$ cat src/rtl/alu_exec_ctrl.sv
// rtl/alu_exec_ctrl.sv - sequenced ALU control decoder with per-class execution latency
//
// Accepts one decoded instruction per in_valid/in_ready handshake, latches the
// 4-bit ALU control code and illegal flag, then holds out_valid low until the
// op's latency class has elapsed. The result stays on the outputs until the
// consumer takes it with out_ready.
//
// Ports:
//   clk          rising-edge clock
//   reset        synchronous active-high reset, highest priority
//   flush        synchronous abort of the in-flight op; blocks acceptance
//   in_valid     request valid
//   in_ready     block can accept a request this cycle
//   alu_op       main-decoder ALU op class
//   funct        instruction funct field
//   fp_operation selects the FP decode table
//   out_valid    alu_control/illegal valid
//   out_ready    consumer takes the result this cycle
//   alu_control  registered ALU control code
//   illegal      funct not recognised in the selected table
//   busy         state != IDLE

module alu_exec_ctrl #(
  parameter int FP_ADD_LAT   = 3,
  parameter int FP_MUL_LAT   = 4,
  parameter bit SUB_S_NATIVE = 1'b1,
  parameter int CNT_W        = 4
) (
  input  logic       clk,
  input  logic       reset,
  input  logic       flush,
  input  logic       in_valid,
  output logic       in_ready,
  input  logic [1:0] alu_op,
  input  logic [5:0] funct,
  input  logic       fp_operation,
  output logic       out_valid,
  input  logic       out_ready,
  output logic [3:0] alu_control,
  output logic       illegal,
  output logic       busy
);

  typedef enum logic [1:0] {
    IDLE = 2'd0,
    EXEC = 2'd1,
    DONE = 2'd2
  } state_t;

  localparam logic [CNT_W-1:0] ADD_LAT = CNT_W'(FP_ADD_LAT);
  localparam logic [CNT_W-1:0] MUL_LAT = CNT_W'(FP_MUL_LAT);
  localparam logic [CNT_W-1:0] ONE     = CNT_W'(1);

  state_t           state;
  logic [CNT_W-1:0] cnt;

  logic [3:0]       dec_ctrl;
  logic             dec_illegal;
  logic [CNT_W-1:0] dec_lat;
  logic             accept;

  // Decode tables. The latency class follows the instruction, not the code:
  // in legacy mode SUB.S shares ADD.S's code but still needs the FP add latency.
  always_comb begin
    dec_ctrl    = 4'b0000;
    dec_illegal = 1'b0;
    dec_lat     = ONE;
    if (fp_operation) begin
      case (funct)
        6'b000000: begin
          dec_ctrl = 4'b1101;
          dec_lat  = ADD_LAT;
        end
        6'b000001: begin
          dec_ctrl = SUB_S_NATIVE ? 4'b0100 : 4'b1101;
          dec_lat  = ADD_LAT;
        end
        6'b000010: begin
          dec_ctrl = 4'b1100;
          dec_lat  = MUL_LAT;
        end
        6'b000100: dec_ctrl = 4'b1110;
        6'b000110: dec_ctrl = 4'b1111;
        default:   dec_illegal = 1'b1;
      endcase
    end else begin
      case (alu_op)
        2'b00: dec_ctrl = 4'b0010;
        2'b01: dec_ctrl = 4'b0110;
        2'b10: begin
          case (funct)
            6'b100000: dec_ctrl = 4'b0010;
            6'b100010: dec_ctrl = 4'b0110;
            6'b100100: dec_ctrl = 4'b0000;
            6'b100101: dec_ctrl = 4'b0001;
            6'b101010: dec_ctrl = 4'b0111;
            6'b000000: dec_ctrl = 4'b1000;
            6'b000010: dec_ctrl = 4'b1001;
            6'b100110: dec_ctrl = 4'b1010;
            6'b100111: dec_ctrl = 4'b1011;
            default:   dec_illegal = 1'b1;
          endcase
        end
        default: begin
          // Immediate-class ops: anything unrecognised falls back to add.
          case (funct[5:3])
            3'b001:  dec_ctrl = 4'b0000;
            3'b010:  dec_ctrl = 4'b0001;
            3'b011:  dec_ctrl = 4'b1010;
            default: dec_ctrl = 4'b0010;
          endcase
        end
      endcase
    end
  end

  // Ready also in DONE when the consumer drains this cycle, which lets
  // single-cycle ops stream back-to-back without a bubble.
  assign in_ready = !reset && !flush &&
                    ((state == IDLE) || ((state == DONE) && out_ready));
  assign accept   = in_valid && in_ready;

  always_ff @(posedge clk) begin
    if (reset) begin
      state       <= IDLE;
      cnt         <= '0;
      alu_control <= 4'b0000;
      illegal     <= 1'b0;
      out_valid   <= 1'b0;
      busy        <= 1'b0;
    end else if (flush) begin
      // The latched code is kept; only the op's progress is discarded.
      state     <= IDLE;
      cnt       <= '0;
      out_valid <= 1'b0;
      busy      <= 1'b0;
    end else if (accept) begin
      alu_control <= dec_ctrl;
      illegal     <= dec_illegal;
      cnt         <= dec_lat - ONE;
      busy        <= 1'b1;
      if (dec_lat == ONE) begin
        state     <= DONE;
        out_valid <= 1'b1;
      end else begin
        state     <= EXEC;
        out_valid <= 1'b0;
      end
    end else begin
      case (state)
        EXEC: begin
          cnt <= cnt - ONE;
          if (cnt == ONE) begin
            state     <= DONE;
            out_valid <= 1'b1;
          end
        end
        DONE: begin
          if (out_ready) begin
            state     <= IDLE;
            out_valid <= 1'b0;
            busy      <= 1'b0;
          end
        end
        IDLE: begin
          out_valid <= 1'b0;
          busy      <= 1'b0;
        end
        default: begin
          state     <= IDLE;
          out_valid <= 1'b0;
          busy      <= 1'b0;
        end
      endcase
    end
  end

endmodule
$ cat config.mk
export PLATFORM = sky130hd
export DESIGN_NAME = alu_exec_ctrl
export DESIGN_NICKNAME = d
export VERILOG_FILES = /design/src/rtl/alu_exec_ctrl.sv
export SDC_FILE = /design/constraint.sdc
export NUM_CORES = 1
export LEC_CHECK = 0
export BUFFER_PORTS_ARGS = -buffer_cell sky130_fd_sc_hd__clkbuf_2
export CAP_MARGIN = 10
export CELL_PAD_IN_SITES_DETAIL_PLACEMENT = 1
export CELL_PAD_IN_SITES_GLOBAL_PLACEMENT = 2
export CORE_ASPECT_RATIO = 0.75
export CORE_MARGIN = 2
export CORE_UTILIZATION = 31
export CTS_CLUSTER_DIAMETER = 100
export DETAILED_ROUTE_END_ITERATION = 8
export GPL_TIMING_DRIVEN = 0
export PLACE_DENSITY = 0.74
export SLEW_MARGIN = 20
export SYNTH_ARGS = -nofsm -noshare
export SYNTH_HDL_FRONTEND = slang
export SYNTH_SLANG_ARGS = --single-unit
$ cat constraint.sdc
create_clock -name clk -period 1.5 [get_ports clk]
set_input_delay 0.15 -clock clk [delete_from_list [all_inputs] [get_ports clk]]
set_output_delay 0.15 -clock clk [all_outputs]
set_load 0.02 [all_outputs]
Word level (Yosys, flattened, before mapping). Index checks and enable logic that the tools add are counted.

Bits in registers: 13. Logic and storage cells: 77.

Add/sub/neg operators: 2. Eq/ne operators: 24. Mux-type cells: 25. Bitwise gates (word level): 1. Reductions and logical operators: 19.

Operators with widths (count): == test 6 bit (second input constant) (7); one-hot mux 4 bit (8 select lines) (1); one-hot mux 4 bit (3 select lines) (2); one-hot mux 4 bit (5 select lines) (1); == test 6 x 3 -> 1 bit (second input constant) (2); two-way mux 4 bit (3); two-way mux 1 bit (9); OR reduction 9 bit (1); == test 4 x 1 -> 1 bit (second input constant) (2); two-way mux 2 bit (4); subtractor 4 x 1 -> 4 bit (second input constant) (2); == test 3 x 2 -> 1 bit (second input constant) (2); == test 6 x 1 -> 1 bit (second input constant) (1); == test 6 x 2 -> 1 bit (second input constant) (1); zero test 6 bit (1); != test 3 bit (second input constant) (2); one-hot mux 2 bit (3 select lines) (1); one-hot mux 3 bit (2 select lines) (1); AND reduction 2 bit (3); OR reduction 5 bit (1); == test 2 x 1 -> 1 bit (second input constant) (2); == test 2 bit (second input constant) (2); logical AND 1 bit (4); zero test 2 bit (2); other kinds (10) (14).

Logic depth before layout (Yosys ltp).
Word-level depth: 7. Gate-level depth with buffers: 7. Gate-level depth less buffers: 6.

Worst setup path after synthesis. Ideal clock, no wire load.

Kind: input to register. From: in funct[5]. To: reg cnt[2]. Setup time: 0.079 ns. Arrival time: 1.321 ns. Data required time: 1.421 ns. Slack: 0.100 ns. Cell stages on the path: 6. Cells stage by stage: buf_4 nor4b_4 nand2_1 ha_1 xor2_1 a211oi_2.

Longest elaborated chain between the ends: 6.

RTL lines: from (decl) (RTL line 35) `input logic [5:0] funct,`; == test 6 x 1 -> 1 bit / zero test 6 bit (equally long branches) (RTL line 69) `case (funct)`; OR reduction 2 bit (no line); one-hot mux 3 bit (2 select lines) * (RTL line 69); two-way mux 3 bit * (RTL line 68) `if (fp_operation) begin`; subtractor 4 x 1 -> 4 bit * (RTL line 140) `cnt <= dec_lat - ONE;`; two-way mux 4 bit * (RTL line 137) `end else if (accept) begin`; to (signal assigned) (RTL line 140); to (signal assigned) (RTL line 152) `cnt <= cnt - ONE;`; to (decl) (RTL line 55) `logic [CNT_W-1:0] cnt;`.

Every way passes the cells marked *; elsewhere a longest branch is shown, timed or not. A chain may end at the register's enable or synchronous reset.

Worst setup path after layout.
From: in funct[3]. To: reg state[0].

Longest elaborated chain between the ends: 7.

RTL lines: == test 6 x 1 -> 1 bit / zero test 6 bit (equally long branches) (RTL line 69); OR reduction 2 bit (no line); one-hot mux 3 bit (2 select lines) * (RTL line 69); two-way mux 3 bit * (RTL line 68); == test 4 x 1 -> 1 bit * (RTL line 142) `if (dec_lat == ONE) begin`; two-way mux 2 bit * (RTL line 142); two-way mux 2 bit * (RTL line 137); to (signal assigned) (RTL line 133) `state <= IDLE;`; to (signal assigned) (RTL line 143) `state <= DONE;`; to (signal assigned) (RTL line 146) `state <= EXEC;`; to (decl) (RTL line 54) `state_t state;`.

Marked as above.

==> results.yml <==
outcome:
  status: "finished, final reports clean"
global_routing:
  grt_pass1_vias: 899
  grt_usage_pct: 15.87
  grt_overflow: 0
  grt_max_degree: 11
  grt_antenna_before_repair: 0
  grt_pass1_wl_um: 4485
logic_synthesis:
  synthArstFlopShare_pct: 0
  yosysTopAreaCellShare_pct: 26.13
  yosys.area.top_type: "dfxtp_1"
  synth-compound-area-share_pct: 23.74
  yosys_register_bits: 13
  synth_edf_count: 0
  muxShareOfSynthArea_pct: 0
  synth_area_um2: 996.0
  syn_inst: 115
  yosys.area_share.simple_pct: 32.91
  synth-xor-area-share_pct: 5.276
  syn-num-nets: 133
  synthAdderAreaFrac_pct: 5.025
  synth_warnings: 0
  ys.flop_type: "dfxtp_1"
  ys_types: 45
  synth_area_per_cell_um2: 8.660
  synth_top_family_by_area: "simple AND/OR/NAND/NOR gates"
  synth_area_leaders: "dfxtp_1 26%, ha_1 5.0%, nor2_1 4.1%"
  seq_area_frac_synth_pct: 26.13
critical_path:
  worstReg2RegStart: "state[1]$_SDFFE_PN0P_"
  path_max_fanout: 10
  slowest_delay_ns: 0.37
  required_ns: 1.66
  crit_slowest_cell: "nor4b_4"
  critPathLaunch: "funct[3]"
  path_class: "in -> reg"
  cp-start-kind: "primary input"
  reg2regPathDepth: 5
  endpoint: "state[0]$_SDFFE_PN0P_"
  critical_path_arrival_ns: 1.53
  r2r_end: "out_valid$_SDFFE_PN0P_"
  worstPathCellList: "clkbuf_2 > buf_6 > nor4b_4 > nand2_1 > ha_1 > a21o_1 > a211oi_2"
  r2r_slack_ns: 0.17
  end_kind: "flip-flop"
pwr:
  p_switching_uw: 244.4
  internal_power_uw: 612.6
  p_clk_share_pct: 37.2
  p_seq_share_pct: 42.3
  p_sw_share_pct: 28.52
  power_uw: 857.0
  total_leakage_power_uw: 0.0004508
  power_density_nw_per_um2: 715.7
  ir_drop_v: 0.0004911
  power_frac_comb_pct: 20.5
placed_design:
  place_inst: 169
  port_buffers: 16
  dp_hpwl_um: 2018
  gp_congestion: 0.8449
  placed_cell_area_um2: 1124
detailed_routing:
  drc: 0
  drt-initial-drc-count: 26
  avgViaCountPerCell: 5.355
  drtPass1Iterations: 2
  antenna_left: 0
  wire_per_inst_um: 15.25
  via_count: 921
  totalWireLength_um: 2623
layout:
  diodes: 0
  final_cells: 172
  drive_gt1_share_pct: 32.09
  fin_area_um2: 1197
  area_delta_synth_final_pct: 20.23
  final_net_count: 153
clock_tree:
  cts_setup_buffers: 0
  clockBufferDepth: 2
  holdBufCountCts: 0
  cts_buffers: 3
  cts-root-buf: "clkbuf_8"
  insertion_delay_ns: 0.24
  clk_pin_slew_ns: 0.06
  cts_sinks: 13
  htree_levels: 1
  cts_tree: "yes"
floorplan:
  die_y_um: 53.09
  fp-row-count: 17
  initial_core_util_pct: 33.21
  io_pins: 22
  dieArea_um2: 3687
  core-area_um2: 2999
  die_w_um: 69.45
timing:
  setup_viol: 0
  worstMarginPinSlew_ns: 0.4276
  hold_violations: 0
  rsz0062_at_grt: "no"
  skew_ns: 0.004739
  maxSlewHeadroom_pct: 71.49
  finalCriticalPeriod_ns: 1.365
  finalMaxSlewViolations: 0
  period_share_pct: 91.02
  fmax_mhz: 732.5
worst_hold_path:
  hp-class: "in -> reg"
job:
  max-cap-violations: 0
## kinds of logic after synthesis
family	count (synthesis)
adder cells (fa/ha/maj)	4
XOR/XNOR	6
AND/OR/NAND/NOR	51
flip-flops	13
buffers and inverters	12
AO/OA/AOI/OAI	29
## worst min path at each step
| stage | from | endpoint | slack (ns) | cells after the start |
|---|---|---|---|---|
| after floorplan | reset | alu_control[3]$_SDFFE_PP0P_ | 0.21 | 1 |
| after global placement | reset | alu_control[3]$_SDFFE_PP0P_ | 0.44 | 2 |
| after detailed placement | reset | alu_control[3]$_SDFFE_PP0P_ | 0.45 | 2 |
| after CTS | reset | alu_control[3]$_SDFFE_PP0P_ | 0.19 | 2 |
| after global routing | reset | alu_control[3]$_SDFFE_PP0P_ | 0.23 | 2 |
| final | reset | alu_control[3]$_SDFFE_PP0P_ | 0.21 | 2 |
## flip-flops by register name, indices dropped and copies added, names as in the netlist
| signal | cells |
|---|---|
| alu_control | 4 |
| state | 2 |
| out_valid | 1 |
| busy | 1 |
| cnt | 4 |
| illegal | 1 |
## per-stage QoR
stage / util (%) / hold slack, ns / setup TNS [ns] / setup WS (ns)
finish: 39.92 / 0.2060 / 0 / 0.1348
global route: 39.92 / 0.2288 / 0 / 0.01581
CTS: 39.22 / 0.1894 / 0 / 0.004742
detailed placement: 37.46 / 0.4522 / -0.5283 / -0.1127
global placement: 37.46 / 0.4373 / -0.5001 / -0.1381
floorplan: - / 0.2146 / 0 / 0.09969
## cell usage after synthesis (2+ instances only)
library cell,number
nand2b_1,4
xnor2_1,4
buf_2,4
nor2b_1,5
nor3b_1,2
ha_1,4
nor3_1,5
a21oi_1,7
xor2_1,2
a211oi_2,3
a31oi_1,4
nor2_1,11
and3_1,2
o21ai_0,2
o22a_1,2
nand3_1,4
buf_6,2
and4b_1,2
nand3b_1,3
nand2_1,4
dfxtp_1,13
inv_1,3
## what timing repair did
item,CTS,global route
gates resized for setup,2,6
setup endpoints to repair,2,5
pin swaps,0,2
## power groups by stage
stage | Clock, uW | Combinational [uW] | Sequential (uW)
after floorplan | 0 | 107 | 379
after global placement | 0 | 166 | 369
after detailed placement | 0 | 170 | 369
after CTS | 333 | 172 | 362
after global routing | 344 | 194 | 363
final | 319 | 176 | 362
## layer usage
metal,vias to the layer above,global-route usage (%),share of wire [%],wire length (um)
met1,446,22.92,55,1440
met3,2,4.762,4.4,115
met5,-,0,0,0
met2,19,22.76,40,1055
met4,0,3.922,0.42,11
li1,454,-,-,-
## critical path: cells and delay by family
kind                     cells  cell delay (ns)
AND/OR/NAND/NOR              2             0.51
AO/OA/AOI/OAI                2             0.37
buffers and inverters        2             0.25
adder cells (fa/ha/maj)      1             0.25
## layout make-up
cell class / instances / area (um^2)
plain buffers: 8 / 56.30
flip-flops and latches: 13 / 261.5
well taps: 38 / 47.55
inverters: 3 / 11.26
fillers: 384 / 1802
multi-input cells: 90 / 695.7
repair buffers: 16 / 80.08
clock buffers: 4 / 45.04
## cells in the final DEF, fill, tap and decap left out, types with 3 or more instances in the layout
cell type,netlist,layout
clkbuf_8,0,3
inv_1,3,3
a211oi_2,3,3
nand3_1,4,3
xnor2_1,4,4
a31oi_1,4,4
dfxtp_1,13,12
nor2_1,11,11
clkbuf_2,0,16
nor3_1,5,5
nor2b_1,5,5
nand3b_1,3,3
nand2_1,4,4
ha_1,4,4
buf_2,4,3
nand2b_1,4,4
a21oi_1,7,7
(Power assumes the default switching activity.)
